## src/rtl/decoder_n_scan.sv

```systemverilog
// decoder_n_scan: registered binary-to-one-hot decoder with an auto-scan mode.
// Direct mode decodes Ip each cycle; scan mode steps the selected index
// every DIV cycles, pulsing Wrap when the index rolls from 2^N-1 back to 0.
// EN=0 blanks the output while holding the scan position so it can resume.
module decoder_n_scan #(
  parameter int N   = 3,
  parameter int DIV = 4
) (
  input  logic                CLK,
  input  logic                RST,
  input  logic                EN,
  input  logic                MODE,
  input  logic [N-1:0]        Ip,
  output logic [(1<<N)-1:0]   Op,
  output logic [N-1:0]        Idx,
  output logic                Wrap
);

  localparam int W  = 1 << N;
  // Dwell counter needs at least one bit even when DIV=1 (it then stays 0)
  localparam int CW = (DIV > 1) ? $clog2(DIV) : 1;
  localparam logic [CW-1:0] CNT_MAX = CW'(DIV - 1);

  logic [N-1:0]  r_idx;
  logic [CW-1:0] r_cnt;
  logic          r_mode_q;
  logic [W-1:0]  r_op;
  logic          r_wrap;

  logic          w_load;
  logic          w_expire;
  logic          w_last_idx;
  logic [N-1:0]  w_idx_inc;

  // One-hot image of a binary index
  function automatic logic [W-1:0] onehot(input logic [N-1:0] sel);
    onehot = W'(1) << sel;
  endfunction

  // Classify the current cycle: load from Ip (direct or scan entry), dwell expiry, wrap step
  always_comb begin
    w_load     = 1'b0;
    w_expire   = 1'b0;
    w_last_idx = 1'b0;
    w_idx_inc  = r_idx + N'(1);
    if (!MODE || !r_mode_q) begin
      w_load = 1'b1;
    end else begin
      w_load = 1'b0;
    end
    if (r_cnt == CNT_MAX) begin
      w_expire = 1'b1;
    end else begin
      w_expire = 1'b0;
    end
    if (r_idx == {N{1'b1}}) begin
      w_last_idx = 1'b1;
    end else begin
      w_last_idx = 1'b0;
    end
  end

  // State and registered outputs; reset dominates everything on the same edge
  always_ff @(posedge CLK) begin
    if (RST) begin
      r_idx    <= '0;
      r_cnt    <= '0;
      r_mode_q <= 1'b0;
      r_op     <= '0;
      r_wrap   <= 1'b0;
    end else begin
      // MODE is tracked even while disabled so a paused scan is not seen as a new entry
      r_mode_q <= MODE;
      if (!EN) begin
        r_op   <= '0;
        r_wrap <= 1'b0;
      end else if (w_load) begin
        r_idx  <= Ip;
        r_cnt  <= '0;
        r_op   <= onehot(Ip);
        r_wrap <= 1'b0;
      end else if (w_expire) begin
        r_idx  <= w_idx_inc;
        r_cnt  <= '0;
        r_op   <= onehot(w_idx_inc);
        r_wrap <= w_last_idx;
      end else begin
        // Re-derive Op from idx so the output reappears after a pause
        r_cnt  <= r_cnt + CW'(1);
        r_op   <= onehot(r_idx);
        r_wrap <= 1'b0;
      end
    end
  end

  assign Op   = r_op;
  assign Idx  = r_idx;
  assign Wrap = r_wrap;

endmodule

```

## config.mk

```make
export PLATFORM = sky130hd
export DESIGN_NAME = decoder_n_scan
export DESIGN_NICKNAME = d
export VERILOG_FILES = /design/src/rtl/decoder_n_scan.sv
export SDC_FILE = /design/constraint.sdc
export NUM_CORES = 1
export LEC_CHECK = 0
export BUFFER_PORTS_ARGS = -buffer_cell sky130_fd_sc_hd__buf_4
export CAP_MARGIN = 20
export CORE_AREA = 2 2 45 51
export DETAILED_ROUTE_END_ITERATION = 7
export DIE_AREA = 0 0 47 53
export MAX_ROUTING_LAYER = met4
export PLACE_DENSITY = 0.63
export SYNTH_ARGS = -nofsm -noshare
export SYNTH_HDL_FRONTEND = slang
export SYNTH_SLANG_ARGS = --single-unit
```

## constraint.sdc

```tcl
create_clock -name CLK -period 2.2 [get_ports CLK]
set_clock_uncertainty 0.15 [all_clocks]
set_input_delay 0.11 -clock CLK [delete_from_list [all_inputs] [get_ports CLK]]
set_output_delay 0.11 -clock CLK [all_outputs]
set_load 0.1 [all_outputs]
```

==> results.toml <==
[hold_path]
hp-start = "MODE"
hp-class = "in -> reg"
min_path_cells = 2
min_to = "r_mode_q"

[worst_setup_path]
startpoint_type = "register"
required_ns = 2.28
rrSetupSlack_ns = 0.21
critPathKind = "reg -> reg"
crit_path_cell_trace = "nand2_1 > mux2i_1 > a311oi_1 > dlygate4sd3_1"
arrival_ns = 2.07
r2r-start = "r_mode_q"
ff2ff_path_depth = 4
cpMaxStageDelayCell = "dfxtp_1"
crit_path_end_kind = "register"
r2r_end = "Idx[1]"
cp_max_fo = 14
critical_path.max_stage_delay_ns = 0.62

[final_layout]
instances_no_fill = 117
layout-drive-gt1-share = 0.292
diodes = 0
final_nets = 101
synthToLayoutAreaGrowth_pct = 30.9

[detailed_routing]
post-route-drc-count = 0
route.met3.wl_um = 90
vias = 576
dr_wl_met2_um = 639
drtAntennaViolNets = 0
vias_per_cell = 4.92
finalWirelength_um = 1310
dr.pass1.iters = 4
drtIter0Drc = 8
wl_per_cell_um = 11.2
drt-met1-wl_um = 568
top_layer = "met4"

[floorplan]
die_area_mm2 = 0.00249
chipHeight_um = 53
row_count = 17
coreArea_mm2 = 0.00196
io_pins = 19
initial_utilization = 0.341
die_w_um = 47

[power]
p_int_uw = 390
power.switching_uw = 185
power_density_mw_per_mm2 = 658
power_uw = 575
seq_power_share = 0.508
power_leakage_uw = 0.000372
p_sw_frac = 0.322
ir_drop_uv = 478
pwr-share-clk = 0.265
p_comb_frac = 0.227

[yosys]
ys_warn_count = 0
synth.area.top_cells = "dfxtp_1, ha_1, nor3_1, mux2i_1, a21oi_1"
synth_cells = 67
yosys_register_bits = 15
synth_area_per_cell_um2 = 9.97
yosysTopAreaCell = "dfxtp_1"
synth_nets = 78
synth_area_um2 = 668
ys_seq_area_frac = 0.449
ys_types = 29
netlist.area_leader.share = 0.449

[run]
cap_violations = 0

[place]
io_buffer_count = 18
gp_congestion = 0.950
hpwl_um = 999
place_inst = 110

[global_routing]
grt_pass1_vias = 498
grt_pass1_wl_um = 2090
grt_max_degree = 16
grt.total_usage = 0.124
grt.overflow.total = 0
antenna_found_initial = 0

[sta]
tns_ns = 0
setup_viol_count_final = 0
finalCriticalPeriod_ns = 1.99
min_period_over_period = 0.906
rsz0062_at_grt = "no"
relSlewSlack = 0.688
hold_slack_ns = 0.0176
clock.fmax_ghz = 0.502
worst_pin_slew_ns = 0.468
hold_viol = 0
slew_violations = 0

[clocking]
clockBufferDepth = 2
clk_latency_ns = 0.28
cts_max_level = 1
cts_tree = "yes"
clock_sinks = 15
root_buffer = "clkbuf_4"
clk_pin_slew_ns = 0.09
cts_buffers = 3

[outcome]
run_status = "completed"
[worst max-delay path by stage]
stage             start  endpoint  slack (ns)  cells after the start
3_5_place_dp     Idx[0]     Op[6]        0.43                      5
3_3_place_gp     Idx[0]     Op[6]        0.50                      5
4_1_cts        r_mode_q    Idx[1]        0.23                      4
2_1_floorplan    Idx[2]     Op[4]        0.05                      4
5_1_grt        r_mode_q    Idx[1]        0.08                      4
6_report       r_mode_q    Idx[1]        0.21                      4
[area by class of cell]
| class | count | area, um2 |
|---|---|---|
| clock buffers | 3 | 22.5 |
| inverters | 1 | 3.75 |
| clock inverters | 1 | 5.00 |
| well taps | 28 | 35.0 |
| multi-input cells | 48 | 340 |
| repair buffers | 21 | 165 |
| fillers | 209 | 1080 |
| flip-flops and latches | 15 | 303 |
[worst max-delay path, delay by kind of cell (launching register included)]
family	cells	cell delay (ns)
compound gates	1	0.26
buf+inv	1	0.57
flops	1	0.62
mux	1	0.15
simple gates	1	0.19
[state kept, by name (all words and copies together), names as in the netlist]
name	count
Op	8
r_cnt	2
r_mode_q	1
Idx	3
Wrap	1
[power by group through the flow]
| stage | sequential [uW] | combinational [uW] | clock, uW |
|---|---|---|---|
| finish | 292 | 131 | 152 |
| global route | 294 | 139 | 180 |
| CTS | 292 | 131 | 158 |
| detailed placement | 299 | 126 | 0 |
| global placement | 298 | 126 | 0 |
| floorplan | 348 | 46.8 | 0 |
[routing by layer]
metal	vias to the layer above	global-route usage
met2	16	0.194
met1	259	0.133
met4	0	0.0463
met5	-	-
met3	2	0.0614
li1	299	-
[cell usage after synthesis, drive strengths merged]
library cell  number
nand2              3
nor2b              2
dfxtp             15
nor3b              1
nand2b             2
a32o               1
a21bo              1
nand3              2
ha                 4
a21oi              6
o2bb2ai            1
mux2i              3
o211ai             1
a31oi              2
nand3b             1
xnor2              1
inv                1
xor2               1
nor3               8
nand4              2
and3               1
buf                3
a311o              1
a31o               2
a311oi             1
nor2               1
[cell usage in the layout, fill, tap and decap left out, types with 2 or more instances in the layout]
cell	n
buf_4	18
dfxtp_1	13
nor3_1	8
a21oi_1	5
ha_1	4
nand2_1	3
mux2i_1	3
clkbuf_4	3
dlygate4sd3_1	3
dfxtp_2	2
nand2b_1	2
a31oi_1	2
a31o_1	2
nor2b_1	2
nand3_1	2
nand4_1	2
[repair_timing]
| action | CTS | global route |
|---|---|---|
| hold buffers | 3 | 0 |
| hold endpoints to repair | 4 | 0 |
| buffers inserted | 0 | 0 |
| resized for setup | 0 | 0 |
[stage by stage]
stage | utilization | setup slack (ns) | area (um2)
floorplan | - | 0.0513 | 671
detailed placement | 0.418 | 0.429 | 817
global placement | 0.418 | 0.504 | 817
finish | 0.447 | 0.206 | 875
CTS | 0.447 | 0.225 | 875
global route | 0.447 | 0.0784 | 875
[cell families after synthesis]
| kind of cell | synth area share |
|---|---|
| adder cells (fa/ha/maj) | 0.0749 |
| multiplexers | 0.0449 |
| flip-flops | 0.449 |
| AO/OA/AOI/OAI | 0.178 |
| XOR/XNOR | 0.0262 |
| buffers and inverters | 0.0412 |
| AND/OR/NAND/NOR | 0.185 |
Power figures use the tool's default switching activity.
